[config.mk]
export PLATFORM = sky130hd
export DESIGN_NAME = instr_fetch
export DESIGN_NICKNAME = d
export VERILOG_FILES = /design/src/rtl/instr_fetch_pkg.sv /design/src/rtl/instr_fetch_pc_reg.sv /design/src/rtl/instr_fetch.sv
export SDC_FILE = /design/constraint.sdc
export NUM_CORES = 1
export LEC_CHECK = 0
export CAP_MARGIN = 20
export CORE_ASPECT_RATIO = 0.8
export CORE_MARGIN = 2
export CORE_UTILIZATION = 42
export CTS_BUF_LIST = sky130_fd_sc_hd__clkbuf_8 sky130_fd_sc_hd__clkbuf_16
export CTS_CLUSTER_DIAMETER = 120
export DETAILED_ROUTE_END_ITERATION = 16
export PLACE_DENSITY = 0.84
export SLEW_MARGIN = 25
export SYNTH_ARGS = -nofsm -noshare
export SYNTH_HDL_FRONTEND = slang
export SYNTH_SLANG_ARGS = --single-unit
[constraint.sdc]
create_clock -name clk -period 5.08 [get_ports clk]
set_clock_uncertainty 0.05 [all_clocks]
set_input_delay 0.762 -clock clk [delete_from_list [all_inputs] [get_ports clk]]
set_output_delay 0.762 -clock clk [all_outputs]
set_load 0.02 [all_outputs]
[src/rtl/instr_fetch_pkg.sv]
// Shared ISA definitions for the fetch unit, the ROM image and the execute stage:
// opcode constants, instruction field positions and fetch FSM state encodings.
package instr_fetch_pkg;

    localparam logic [3:0] OP_ADDI = 4'b0001;
    localparam logic [3:0] OP_OUT  = 4'b1111;
    localparam logic [3:0] OP_HALT = 4'b1110;

    localparam int OPC_MSB = 15;
    localparam int OPC_LSB = 12;
    localparam int RD_MSB  = 11;
    localparam int RD_LSB  = 9;
    localparam int IMM_MSB = 7;
    localparam int IMM_LSB = 0;

    typedef enum logic [1:0] {
        ST_IDLE = 2'd0,
        ST_RUN  = 2'd1,
        ST_HALT = 2'd2
    } fetch_state_e;

endpackage

[src/rtl/instr_fetch_pc_reg.sv]
// Program counter: load (redirect) beats increment, otherwise hold.
// The counter wraps naturally at 2^ADDR_W.
module pc_reg #(
    parameter int ADDR_W = 4
) (
    input  logic              clk,
    input  logic              rst,
    input  logic              load,
    input  logic [ADDR_W-1:0] load_addr,
    input  logic              inc,
    output logic [ADDR_W-1:0] pc
);

    logic [ADDR_W-1:0] pc_q;
    logic [ADDR_W-1:0] pc_d;

    always_comb begin
        pc_d = pc_q;
        if (load) begin
            pc_d = load_addr;
        end else if (inc) begin
            pc_d = pc_q + ADDR_W'(1);
        end
    end

    always_ff @(posedge clk or posedge rst) begin
        if (rst) begin
            pc_q <= '0;
        end else begin
            pc_q <= pc_d;
        end
    end

    assign pc = pc_q;

endmodule

[src/rtl/instr_fetch.sv]
// Instruction fetch unit: drives the program ROM address, registers the returned
// word with its PC, decodes fields from the registered word and detects HALT.
module instr_fetch
    import instr_fetch_pkg::*;
#(
    parameter int ADDR_W = 4,
    parameter int INST_W = 16
) (
    input  logic              clk,
    input  logic              rst,
    input  logic              en,
    input  logic              stall,
    input  logic              redirect_valid,
    input  logic [ADDR_W-1:0] redirect_addr,
    output logic [ADDR_W-1:0] rom_addr,
    input  logic [INST_W-1:0] rom_data,
    output logic              inst_valid,
    output logic [INST_W-1:0] inst,
    output logic [ADDR_W-1:0] inst_pc,
    output logic [3:0]        opcode,
    output logic [2:0]        rd,
    output logic [7:0]        imm8,
    output logic              halted
);

    fetch_state_e      state_q, state_d;
    logic [INST_W-1:0] inst_q, inst_d;
    logic [ADDR_W-1:0] inst_pc_q, inst_pc_d;
    logic              inst_valid_q, inst_valid_d;
    logic [ADDR_W-1:0] pc;
    logic              pc_load;
    logic              pc_inc;

    pc_reg #(.ADDR_W(ADDR_W)) u_pc_reg (
        .clk       (clk),
        .rst       (rst),
        .load      (pc_load),
        .load_addr (redirect_addr),
        .inc       (pc_inc),
        .pc        (pc)
    );

    always_comb begin
        state_d      = state_q;
        inst_d       = inst_q;
        inst_pc_d    = inst_pc_q;
        inst_valid_d = inst_valid_q;
        pc_load      = 1'b0;
        pc_inc       = 1'b0;
        if (!en) begin
            state_d      = ST_IDLE;
            inst_valid_d = 1'b0;
        end else begin
            case (state_q)
                ST_IDLE: begin
                    state_d      = ST_RUN;
                    inst_valid_d = 1'b0;
                end
                ST_RUN, ST_HALT: begin
                    if (redirect_valid) begin
                        pc_load      = 1'b1;
                        inst_valid_d = 1'b0;
                        state_d      = ST_RUN;
                    end else if (!stall) begin
                        if (state_q == ST_HALT) begin
                            // Halt word has now been presented for one accepted cycle.
                            inst_valid_d = 1'b0;
                        end else begin
                            inst_d       = rom_data;
                            inst_pc_d    = pc;
                            inst_valid_d = 1'b1;
                            if (rom_data[OPC_MSB:OPC_LSB] == OP_HALT) begin
                                state_d = ST_HALT;
                            end else begin
                                pc_inc = 1'b1;
                            end
                        end
                    end
                end
                default: begin
                    state_d      = ST_IDLE;
                    inst_valid_d = 1'b0;
                end
            endcase
        end
    end

    always_ff @(posedge clk or posedge rst) begin
        if (rst) begin
            state_q      <= ST_IDLE;
            inst_q       <= '0;
            inst_pc_q    <= '0;
            inst_valid_q <= 1'b0;
        end else begin
            state_q      <= state_d;
            inst_q       <= inst_d;
            inst_pc_q    <= inst_pc_d;
            inst_valid_q <= inst_valid_d;
        end
    end

    assign rom_addr   = pc;
    assign inst       = inst_q;
    assign inst_pc    = inst_pc_q;
    assign inst_valid = inst_valid_q;
    assign halted     = (state_q == ST_HALT);
    assign opcode     = inst_q[OPC_MSB:OPC_LSB];
    assign rd         = inst_q[RD_MSB:RD_LSB];
    assign imm8       = inst_q[IMM_MSB:IMM_LSB];

endmodule

; ---- Word-level counts from Yosys, hierarchy flattened
; Index checks and enable logic that the tools add are counted.
[totals]
input_bits = 25
output_inout_bits = 41
register_bits = 27
[op_classes]
reduce_logical = 5
n_eq_ne = 6
n_addsub = 1
bitwise_logic = 3
n_mux = 22
[op_table]
columns = cell, count
row1 = $mux 1, 14
row2 = $ne 4x4->1 const B, 3
row3 = $mux 2, 5
row4 = $mux 4, 2
row5 = $reduce_and 5->1, 1
row6 = $add 4x1->4 const B, 1
row7 = $eq 4x4->1 const B, 1
row8 = $pmux 2 s2, 1
row9 = $not 1->1, 3
row10 = $reduce_and 3->1, 1
row11 = $eq 2x1->1 const B, 1
row12 = $eq 2x2->1 const B, 1
row13 = $logic_not 2->1, 1
row14 = $reduce_bool 2->1, 1
row15 = $reduce_or 2->1, 1

; ---- Depth between registers and ports, before layout
; Gate-level depths: netlist of run 1.
[logic_depth]
depth_word = 9
mapped_depth = 7
depth_no_buf = 6

; ---- Cells and area by module
; Synthesis of run 1 repeated with hierarchy kept, for this count alone.
[unflattened]
hier_cells = 102
hier_area_um2 = 1386.3
[modules_own_cells]
columns = module, area_each_um2, cells_each, seq_area_each_um2, instances
row1 = instr_fetch, 1186.1, 83, 575.6, 1
row2 = pc_reg, 200.2, 19, 100.1, 1

; ---- Worst setup path before layout of run 1
; No wires, ideal clock.
[synth_timing]
path_type = input to register
start = input redirect_valid
end = register inst_q[12] (netlist: inst[12])
path_slack_ns = 3.302
path_stages = 4
path_buffers = 1
required_ns = 4.905
setup_time_ns = 0.125
arrival_ns = 1.604
cell_sequence = and3b_2 > nand2_2 > buf_2 > mux2_2
[synth_between]
elab_chain_cells = 2
[synth_rtl]
columns = item, line
row1 = "start, declared", instr_fetch.sv:13  ; input logic redirect_valid,
row2 = $not 1->1 (no source line), -
row3 = $reduce_and 5->1 (no source line), -
row4 = "end signal, assigned", instr_fetch.sv:96  ; inst_q <= inst_d;
row5 = "end, declared", instr_fetch.sv:27  ; logic [INST_W-1:0] inst_q, inst_d;
; Every way passes these cells.
; A chain may end at the register's enable or synchronous reset.

; ---- Worst setup path in the final report of run 1
[layout_timing]
start = register state_q[0]
end = output halted
[layout_between]
elab_chain_cells = 1
[layout_rtl]
columns = item, line
row1 = "start, declared", instr_fetch.sv:26  ; fetch_state_e state_q, state_d;
row2 = "start signal, assigned", instr_fetch.sv:95  ; state_q <= state_d;
row3 = $eq 2x2->1, instr_fetch.sv:106  ; assign halted = (state_q == ST_HALT);
row4 = "end, declared", instr_fetch.sv:23  ; output logic halted
; Every way passes these cells.

==> results of run 1 <==
-- cells in the final DEF, fill, tap and decap left out, types with 2 or more instances in the layout --
| master | count |
|---|---|
| sky130_fd_sc_hd__a21oi_1 | 6 |
| sky130_fd_sc_hd__mux2_2 | 20 |
| sky130_fd_sc_hd__mux2i_1 | 2 |
| sky130_fd_sc_hd__clkbuf_8 | 3 |
| sky130_fd_sc_hd__ha_1 | 5 |
| sky130_fd_sc_hd__nand3_1 | 3 |
| sky130_fd_sc_hd__inv_1 | 2 |
| sky130_fd_sc_hd__xor2_1 | 2 |
| sky130_fd_sc_hd__clkdlybuf4s50_1 | 65 |
| sky130_fd_sc_hd__dfrtp_1 | 27 |
| sky130_fd_sc_hd__o21ai_0 | 2 |
| sky130_fd_sc_hd__nor2_1 | 6 |
| sky130_fd_sc_hd__nand4_1 | 2 |
| sky130_fd_sc_hd__nand3b_1 | 2 |
-- per-stage QoR --
step | total power [mW] | area (um2) | cells | setup WS (ns)
floorplan | 0.624 | 1290 | 104 | 3.30
global placement | 0.830 | 1870 | 190 | 2.53
detailed placement | 0.844 | 1870 | 190 | 2.46
CTS | 0.970 | 1910 | 194 | 2.64
global route | 1.01 | 1910 | 194 | 2.56
finish | 0.957 | 1910 | 194 | 2.65
-- final cells by class --
cell class | instances | area [um2] | area share (%)
Sequential cell | 27 | 676 | 35.3
Timing Repair Buffer | 65 | 651 | 34.0
Multi-Input combinational cell | 57 | 480 | 25.1
Tap cell | 38 | 47.5 | 2.48
Clock buffer | 3 | 41.3 | 2.16
Inverter | 3 | 11.3 | 0.588
Clock inverter | 1 | 7.51 | 0.392
-- logic make-up (layout without fill, tap and decap cells) --
logic type,after synthesis,in the layout
DFF,27,27
muxes,22,22
buffers and inverters,20,72
and+or+nand+nor,19,19
AOI/OAI and AO/OA,9,9
adders and majority gates,5,5
xor gates and xnor gates,2,2
-- path summary, 6_finish.rpt --
| path | end | slack, ns | cells past startpoint |
|---|---|---|---|
| hold reg to reg | inst_pc[3] | 0.47 | 1 |
| min in group asynchronous | inst[1] | 0.79 | 2 |
| max in group asynchronous | inst[4] | 3.81 | 2 |
| setup / recovery | halted | 2.65 | 3 |
| hold / removal | inst_pc[3] | 0.47 | 1 |
| setup reg to reg | u_pc_reg.pc[3] | 2.93 | 6 |
-- worst register-to-register path: cells and delay by family (launching register included) --
kind	cells	cell delay, ns
adders and majority gates	1	0.34
buffers and inverters	1	0.07
and+or+nand+nor	3	1.00
DFF	1	0.44
AOI/OAI and AO/OA	1	0.17
-- per-layer routing --
| metal | global-route usage [%] | wire, um | vias to the layer above |
|---|---|---|---|
| li1 | - | - | 448 |
| met1 | 20.9 | 1210 | 460 |
| met2 | 30.8 | 1510 | 33 |
| met3 | 4.60 | 123 | 7 |
| met4 | 6.46 | 41 | 0 |
| met5 | 0 | 0 | - |
-- where the power goes --
group          switching (mW)  total, mW  internal (mW)
sequential             0.0586      0.346          0.288
clock                  0.0656      0.121         0.0557
combinational           0.231      0.490          0.259
total                   0.355      0.957          0.603
==> Flow_metrics.wiki, run 1 <==
{| class="wikitable"
! Metric !! Value
|-
| Worst slew slack as a fraction of its limit || 63.3%
|-
| Number of buffers inserted by post-CTS setup repair || 0
|-
| Top FF cell, synth || sky130_fd_sc_hd__dfrtp_1
|-
| Per-cell routed wire length || 14.9 um
|-
| Initial Utilization || a little under half
|-
| Count of antenna diodes in the layout || 0
|-
| Antenna Violating Nets Remaining || 0
|-
| Vias after detailed routing || 948
|-
| Number of setup violations in the final report || 0
|-
| Worst vdd ir || 307 uV
|-
| Clock tree sinks || 27
|-
| Yosys warns || 0
|-
| Signed area change from the synthesized netlist to the final layout || 48.1%
|-
| Remaining DRCs || 0
|-
| Most common library cells after synthesis || sky130_fd_sc_hd__dfrtp_1, sky130_fd_sc_hd__mux2_2, sky130_fd_sc_hd__buf_4, sky130_fd_sc_hd__a21oi_1, sky130_fd_sc_hd__nor2_1
|-
| Last weighted congestion value of the routability-driven placer || about 0.94
|-
| Worst hold-check slack || roughly 0.47 ns
|-
| Multiplexer fraction of the synthesized cell area || 19.0%
|-
| Buffer type at the clock tree root || sky130_fd_sc_hd__clkbuf_8
|-
| Register bit count reported by yosys || 27
|-
| Clock tree from TritonCTS || done
|-
| Net Count, Synth || between 100 and 150
|-
| Count of cells resized by post-cts repair || 0
|-
| HPWL Detailed || between 2 and 2.5 mm
|-
| Startpoint of the lowest-slack register-to-register path || state_q[1]
|-
| Final net count || 187
|-
| Total global routing overflow || 0
|-
| Number of buffers inserted by hold repair at cts || 0
|-
| Highest clock frequency the design can meet || 412 MHz
|-
| Utilization after layout || between 60% and 70%
|-
| Area share of fa/ha/maj cells after synthesis || between 4 and 5%
|-
| Number of enable flip-flop cells after synthesis || 0
|-
| Final slew viol count || 0
|-
| Most area-consuming cells after synthesis || sky130_fd_sc_hd__dfrtp_1, sky130_fd_sc_hd__mux2_2, sky130_fd_sc_hd__buf_4
|-
| Proportion of layout cells with a drive suffix above 1 || 17.9%
|-
| Maximum cell stage delay along the critical path || 0.62 ns
|-
| Top cell family by delay on the critical path || buffers and inverters
|-
| Kind of start point of the critical path || flop
|-
| Start-to-end type of the worst setup path || flop to primary output
|-
| # H-tree levels || 1
|-
| Maximum root-to-sink buffer count || 2
|-
| Least-Margin Pin Slew || around 0.55 ns
|-
| Pin count of the biggest net entering global routing || 28
|-
| Synthesized-area fraction occupied by ao, oa, aoi and oai cells || under 10%
|-
| Number of max-cap violations || 0
|-
| Mapped Area || 1290 um2
|-
| Share of synthesized cell area in and, or, nand and nor gates || 8.42%
|-
| Number of CTS-inserted buffers || 3
|-
| Die span in x || 66.0 um
|-
| Core area || 2850 um2
|-
| Worst EP required || 4.27 ns
|-
| Count leader, synth || sky130_fd_sc_hd__dfrtp_1
|-
| Crit end category || primary output
|-
| Leading area contributor after synthesis || sky130_fd_sc_hd__dfrtp_1
|-
| Arrival @ worst endpoint || 1.62 ns
|-
| Vertical die dimension || 53.6 um
|-
| Pre-antenna DRT Iters || 4
|-
| Count of mapped cells out of synthesis || around 100
|-
| Launch point of the critical path || state_q[0]
|-
| Post-route fraction of the period consumed by the critical path || 47.8%
|-
| Fraction of synthesized cell area taken by the top area cell type || 52.3%
|-
| Detailed Route WL || between 2 and 3 mm
|-
| Setup TNS || 0 ns
|-
| Synth cell types || 21
|-
| Global-route wire length before repair || 4.52 mm
|-
| Synthesized area per cell || 12.4 um2
|-
| PwrDens || 500 nW/um2
|-
| Combinational family with the most area after synthesis || multiplexers
|-
| Top fanout value on the critical path || 4
|-
| Final critical-path required period || 2.43 ns
|-
| Xor and xnor fraction of the mapped netlist area || 1.36%
|-
| Sequential element share of the synthesized area || 52.3%
|-
| RSZ-0062 raised after global routing || false
|-
| Number of buffer cells added on primary ports || 65
|-
| Via count of the first global-routing pass || roughly 980
|-
| Final count of hold timing violations || 0
|-
| Class of the worst hold path || flop to flop
|-
| Area enclosed by the die boundary || 3540 um2
|-
| Number of buffer and inverter instances along the worst setup path || 2
|-
| Total Routing Usage GR || 17.4%
|-
| Initial antenna violation count || 0
|-
| Status || finished clean
|-
| Ports placed on the boundary || 66
|-
| Fill cell instance count of the final layout || 222
|-
| Async SR Flop Fraction || 100%
|-
| Beginning of the worst hold path || inst_pc[3]
|-
| Iteration-0 DRC Markers || 17
|-
| Via density per instance || 4.89
|-
| Number of core rows || 17
|-
| Max FFs per register || 16
|-
| Clock-pin transition on the worst setup and hold timing paths || 0.09 ns
|-
| Master of the slowest instance on the critical path || sky130_fd_sc_hd__clkdlybuf4s50_1
|-
| Leakage power of the design || 0.806 nW
|-
| Worst path cell trace || inv_1 > ha_1 > clkdlybuf4s50_1
|-
| Clock Latency Late Sink || 0.27 ns
|}
Note: power is estimated with default switching activity, not from simulation.
==> inputs of run 2 (changes only) <==
CORE_UTILIZATION = 39   (was 42)
PLACE_DENSITY = 0.79   (was 0.84)
clock period = 2.4 ns   (was 5.08 ns; I/O delays follow)
==> run 2 against run 1 <==
Cell area rose by 1.6%; combinational power rose by 110%; clock power rose by 100%; routed wire length fell by 7.1%; via count fell by 0.63%; critical endpoint unchanged; largest power group unchanged; highest routed layer unchanged.
==> Flow_metrics.wiki, run 2 (synthesis results as in run 1) <==
{| class="wikitable"
! Metric !! Value
|-
| Max FFs per register || 16
|-
| Number of buffer cells added on primary ports || 65
|-
| Clock share of power || 12.3%
|-
| Die span in x || 68.4 um
|-
| Clock tree sinks || 27
|-
| Iteration-0 DRC Markers || 47
|-
| Combinational share of power || 51.1%
|-
| Highest clock frequency the design can meet || around 500 MHz
|-
| Clock Latency Late Sink || 0.26 ns
|-
| Final count of hold timing violations || 0
|-
| Clock tree from TritonCTS || done
|-
| Status || finished clean
|-
| Number of setup violations in the final report || 0
|-
| Clock-pin transition on the worst setup and hold timing paths || 0.09 ns
|-
| Via density per instance || 4.76
|-
| Number of buffers inserted by hold repair at cts || 0
|-
| Vertical die dimension || about 55 um
|-
| Fin worst setup slack || 0.441 ns
|-
| Start-to-end type of the worst setup path || flop to primary output
|-
| Initial Utilization || between 40% and 50%
|-
| Leakage power of the design || 0.822 nW
|-
| Number of core rows || 18
|-
| Arrival @ worst endpoint || between 1.5 and 2 ns
|-
| Commonest non-fill, non-tap cells in the layout || sky130_fd_sc_hd__clkdlybuf4s50_1, sky130_fd_sc_hd__dfrtp_1, sky130_fd_sc_hd__mux2_2
|-
| Kind of start point of the critical path || flop
|-
| Net switching power of the design || roughly 740 uW
|-
| Worst slew slack as a fraction of its limit || 78.4%
|-
| Fill cell instance count of the final layout || 237
|-
| Last weighted congestion value of the routability-driven placer || 0.769
|-
| Area used by multi-input combinational logic || 480 um2
|-
| Initial antenna violation count || 0
|-
| Final slew viol count || 0
|-
| Pre-antenna DRT Iters || 2
|-
| Per-cell routed wire length || 13.5 um
|-
| Area enclosed by the die boundary || roughly 3800 um2
|-
| Worst vdd ir || roughly 630 uV
|-
| Vias after detailed routing || 942
|-
| HPWL Detailed || between 2 and 2.5 mm
|-
| Register area || between 600 and 700 um2
|-
| Logic depth of the worst register-to-register path || 6
|-
| Share of total power consumed by net switching || 36.6%
|-
| Core area || 3130 um2
|-
| Count of antenna diodes in the layout || 0
|-
| Total global routing overflow || 0
|-
| PwrDens || approximately 1000 nW/um2
|-
| Signed area change from the synthesized netlist to the final layout || 50.4%
|-
| # H-tree levels || 1
|-
| Most common cell after layout, fill and taps aside || sky130_fd_sc_hd__clkdlybuf4s50_1
|-
| Final net count || 189
|-
| Count of cells resized by post-cts repair || 0
|-
| Master of the slowest instance on the critical path || sky130_fd_sc_hd__clkdlybuf4s50_1
|-
| Maximum cell stage delay along the critical path || a little over 0.6 ns
|-
| Detailed Route WL || approximately 2.7 mm
|-
| Least-Margin Pin Slew || around 0.32 ns
|-
| Ports placed on the boundary || between 60 and 70
|-
| Via count of the first global-routing pass || 988
|-
| Antenna Violating Nets Remaining || 0
|-
| Remaining DRCs || 0
|-
| Top fanout value on the critical path || 4
|-
| Number of buffers inserted by post-CTS setup repair || 0
|-
| Post-route cell area || slightly below 2000 um2
|-
| Setup TNS || 0 ns
|-
| Maximum root-to-sink buffer count || 2
|-
| WP depth || 3
|-
| Worst EP required || 1.99 ns
|-
| Number of CTS-inserted buffers || 3
|-
| Flop pwr share || a little over a third
|-
| Number of buffer and inverter instances along the worst setup path || 2
|-
| Class of the worst hold path || input port to asynchronous set/reset pin
|-
| Buffer type at the clock tree root || sky130_fd_sc_hd__clkbuf_8
|-
| Post-route fraction of the period consumed by the critical path || 81.6%
|-
| Utilization after layout || 62.1%
|-
| Crit end category || primary output
|-
| Global-route wire length before repair || 4.40 mm
|-
| Pin count of the biggest net entering global routing || 28
|-
| Internal power || ~1.3 mW
|-
| Total Routing Usage GR || 15.2%
|-
| RSZ-0062 raised after global routing || false
|-
| Instance area at placement || 1900 um2
|-
| Final critical-path required period || 1.96 ns
|-
| Post-place setup slack || 0.385 ns
|-
| Worst path cell trace || inv_1 > ha_1 > clkdlybuf4s50_1
|-
| Top cell family by delay on the critical path || buffers and inverters
|-
| Number of max-cap violations || 0
|-
| Proportion of layout cells with a drive suffix above 1 || 18.4%
|}
[run 2: cell types whose count changed in the layout (fill, tap and decap cells not counted)]
cell / before / now
sky130_fd_sc_hd__buf_12: 0 / 1
sky130_fd_sc_hd__buf_4: 0 / 1
sky130_fd_sc_hd__inv_1: 2 / 3
sky130_fd_sc_hd__inv_2: 1 / 0
[run 2: final timing paths]
path                             from              to  slack (ns)
max reg2reg                state_q[1]        inst[15]        0.45
min in group clk           inst_pc[1]      inst_pc[1]        0.47
max                        state_q[0]          halted        0.44
min reg2reg                inst_pc[1]      inst_pc[1]        0.47
max in group asynchronous         rst  u_pc_reg.pc[3]        1.66
min                               rst         inst[9]        0.40
[run 2: worst reg2reg max path: stages, from the launching register on]
cell and delay [ns]:
sky130_fd_sc_hd__dfrtp_1 0.44, sky130_fd_sc_hd__inv_1 0.07, sky130_fd_sc_hd__ha_1 0.32, sky130_fd_sc_hd__and3b_2 0.26, sky130_fd_sc_hd__nand2_2 0.17, sky130_fd_sc_hd__buf_12 0.18, sky130_fd_sc_hd__mux2_2 0.34
[run 2: metal layers]
metal	GRT usage (%)	vias up	wire, um
met4	4.29	0	19
met3	3.87	2	165
met1	18.0	457	1080
met5	0	-	0
li1	-	452	-
met2	26.5	31	1420
[run 2: through the flow]
| step | cells | hold slack, ns | power [mW] |
|---|---|---|---|
| floorplan | 104 | 0.363 | 1.32 |
| global placement | 194 | 0.444 | 1.77 |
| detailed placement | 194 | 0.450 | 1.78 |
| CTS | 198 | 0.403 | 2.05 |
| global route | 198 | 0.417 | 2.14 |
| finish | 198 | 0.400 | 2.01 |
[run 2: final cells by class]
| type | instances | area share, % |
|---|---|---|
| Multi-Input combinational cell | 57 | 24.7 |
| Clock inverter | 1 | 0.386 |
| Clock buffer | 3 | 2.12 |
| Tap cell | 40 | 2.57 |
| Timing Repair Buffer | 67 | 34.9 |
| Sequential cell | 27 | 34.7 |
| Inverter | 3 | 0.579 |
[run 2: power groups by stage]
| stage | logic, mW | registers, mW | clock network [mW] |
|---|---|---|---|
| after floorplan | 0.409 | 0.913 | 0 |
| after global placement | 1.03 | 0.742 | 0 |
| after detailed placement | 1.04 | 0.749 | 0 |
| after CTS | 1.04 | 0.742 | 0.262 |
| after global routing | 1.09 | 0.763 | 0.287 |
| final | 1.03 | 0.737 | 0.247 |
==> inputs of run 3 (changes only) <==
CORE_UTILIZATION = 35   (was 39)
PLACE_DENSITY = 0.75   (was 0.79)
clock period = 1.6 ns   (was 2.4 ns; I/O delays follow)
==> run 3 against run 2 <==
The flow now finishes with violations (setup timing); register-to-register slack worse by 0.55 ns; power grew 53%; die area grew 11%; sequential share of layout area down 3.2 points; cell area grew 10%; highest routed layer unchanged; count of clock-buffer cells in the layout unchanged; clock power increased by 52%.
==> Flow_metrics.wiki, run 3 (synthesis results as in run 1) <==
{| class="wikitable"
! Metric !! Value
|-
| Final critical-path required period || 1.70 ns
|-
| Worst EP required || 1.71 ns
|-
| Number of setup violations in the final report || 24
|-
| Top fanout value on the critical path || 11
|-
| Maximum root-to-sink buffer count || 2
|-
| Number of buffer cells added on primary ports || between 60 and 70
|-
| Via count of the first global-routing pass || 1011
|-
| Clock-pin transition on the worst setup and hold timing paths || 0.09 ns
|-
| Via density per instance || ~4.7
|-
| Final count of hold timing violations || 0
|-
| Number of max-cap violations || 0
|-
| Highest clock frequency the design can meet || between 500 and 600 MHz
|-
| Register area || 676 um2
|-
| Area enclosed by the die boundary || between 4000 and 5000 um2
|-
| Final net count || 201
|-
| Utilization after layout || between 60% and 70%
|-
| Pin count of the biggest net entering global routing || 28
|-
| Worst vdd ir || 708 uV
|-
| Most common cell after layout, fill and taps aside || sky130_fd_sc_hd__clkdlybuf4s50_1
|-
| Ports placed on the boundary || 66
|-
| Area used by multi-input combinational logic || 551 um2
|-
| Leakage power of the design || ~1.1 nW
|-
| Arrival @ worst endpoint || between 1.5 and 2 ns
|-
| Number of CTS-inserted buffers || 3
|-
| Core area || 3490 um2
|-
| RSZ-0062 raised after global routing || true
|-
| Failing checks || setup timing
|-
| Iteration-0 DRC Markers || 31
|-
| PwrDens || 1440 nW/um2
|-
| Buffer type at the clock tree root || sky130_fd_sc_hd__clkbuf_8
|-
| Fin worst setup slack || -0.0997 ns
|-
| Signed area change from the synthesized netlist to the final layout || 65.6%
|-
| Least-Margin Pin Slew || ~0.34 ns
|-
| Crit end category || flop
|-
| Final slew viol count || 0
|-
| Total global routing overflow || 0
|-
| Kind of start point of the critical path || flop
|-
| Initial antenna violation count || 0
|-
| Clock Latency Late Sink || 0.27 ns
|-
| Start-to-end type of the worst setup path || flop to flop
|-
| Remaining DRCs || 0
|-
| Max FFs per register || 16
|-
| Status || finished, violations left
|-
| Clock tree sinks || 27
|-
| Vertical die dimension || approximately 60 um
|-
| Initial Utilization || 37.0%
|-
| # H-tree levels || 1
|-
| Antenna Violating Nets Remaining || 0
|-
| Global-route wire length before repair || about 4.9 mm
|-
| Die span in x || 71.9 um
|-
| Post-route fraction of the period consumed by the critical path || 106%
|-
| Number of core rows || 19
|-
| Pre-antenna DRT Iters || 4
|-
| Per-cell routed wire length || 14.9 um
|-
| Fill cell instance count of the final layout || 285
|-
| Class of the worst hold path || input port to asynchronous set/reset pin
|-
| Post-route cell area || 2140 um2
|-
| Commonest non-fill, non-tap cells in the layout || sky130_fd_sc_hd__clkdlybuf4s50_1, sky130_fd_sc_hd__dfrtp_1, sky130_fd_sc_hd__dlymetal6s2s_1
|-
| Worst slew slack as a fraction of its limit || 77.4%
|-
| HPWL Detailed || 2.35 mm
|-
| Detailed Route WL || roughly 3.2 mm
|-
| Total Routing Usage GR || between 10% and 20%
|-
| Proportion of layout cells with a drive suffix above 1 || 28.2%
|-
| Vias after detailed routing || 1004
|-
| Instance area at placement || ~2000 um2
|-
| Count of antenna diodes in the layout || 0
|-
| Clock tree from TritonCTS || done
|-
| Last weighted congestion value of the routability-driven placer || between 0.7 and 0.8
|}
## run 3: area by class of cell
class                   count  area share, %
clock buffers               3           1.93
clock inverters             1          0.175
inverters                   3          0.526
multi-input cells          57           25.7
flip-flops and latches     27           31.6
well taps                  42           2.45
repair buffers             79           37.6
## run 3: worst paths after layout
kind | depth (start not counted) | slack [ns] | endpoint | from
max in group asynchronous | 3 | 0.97 | inst[0] | rst
setup reg to reg | 6 | -0.1 | inst[6] | state_q[1]
setup / recovery | 6 | -0.1 | inst[6] | state_q[1]
min in group clk | 1 | 0.47 | inst_pc[2] | inst_pc[2]
hold / removal | 3 | 0.28 | inst[12] | rst
hold reg to reg | 1 | 0.47 | inst_pc[2] | inst_pc[2]
## run 3: routing by layer
metal  routed length, um  track usage (%)
met1                1310             18.4
met2                1670             27.5
met3                 131             3.25
met4                  47             4.04
met5                   0                0
## run 3: critical path, stage by stage, from the launching register on
cell,delay [ns]
sky130_fd_sc_hd__dfrtp_1,0.44
sky130_fd_sc_hd__inv_2,0.09
sky130_fd_sc_hd__ha_4,0.20
sky130_fd_sc_hd__and3b_2,0.22
sky130_fd_sc_hd__nand2_4,0.11
sky130_fd_sc_hd__buf_12,0.15
sky130_fd_sc_hd__mux2_2,0.34
## run 3: through the flow
stage / hold WS (ns) / TNS [ns] / power [mW] / setup slack [ns] / std cells
final: 0.276 / -1.72 / 3.08 / -0.0997 / 212
after global routing: 0.327 / -3.12 / 3.25 / -0.146 / 212
after CTS: 0.285 / -1.46 / 3.10 / -0.0886 / 211
after detailed placement: 0.450 / -2.25 / 2.72 / -0.120 / 207
after global placement: 0.439 / -1.77 / 2.68 / -0.0854 / 207
after floorplan: 0.243 / -0.273 / 2.00 / -0.0182 / 104
## run 3: timing repair
item / in CTS / in global routing
gates resized for setup: 11 / 20
setup buffers: 0 / 1
endpoints found under the hold margin: 0 / 0
pin swaps: 4 / 1
setup endpoints to repair: 29 / 39
hold buffers: 0 / 0
## run 3: power by group
group	switching (mW)	internal [mW]	leakage, nW	total, mW
logic	0.741	0.856	0.727	1.60
clock network	0.204	0.172	0.0269	0.376
registers	0.190	0.914	0.325	1.10
total	1.14	1.94	1.08	3.08
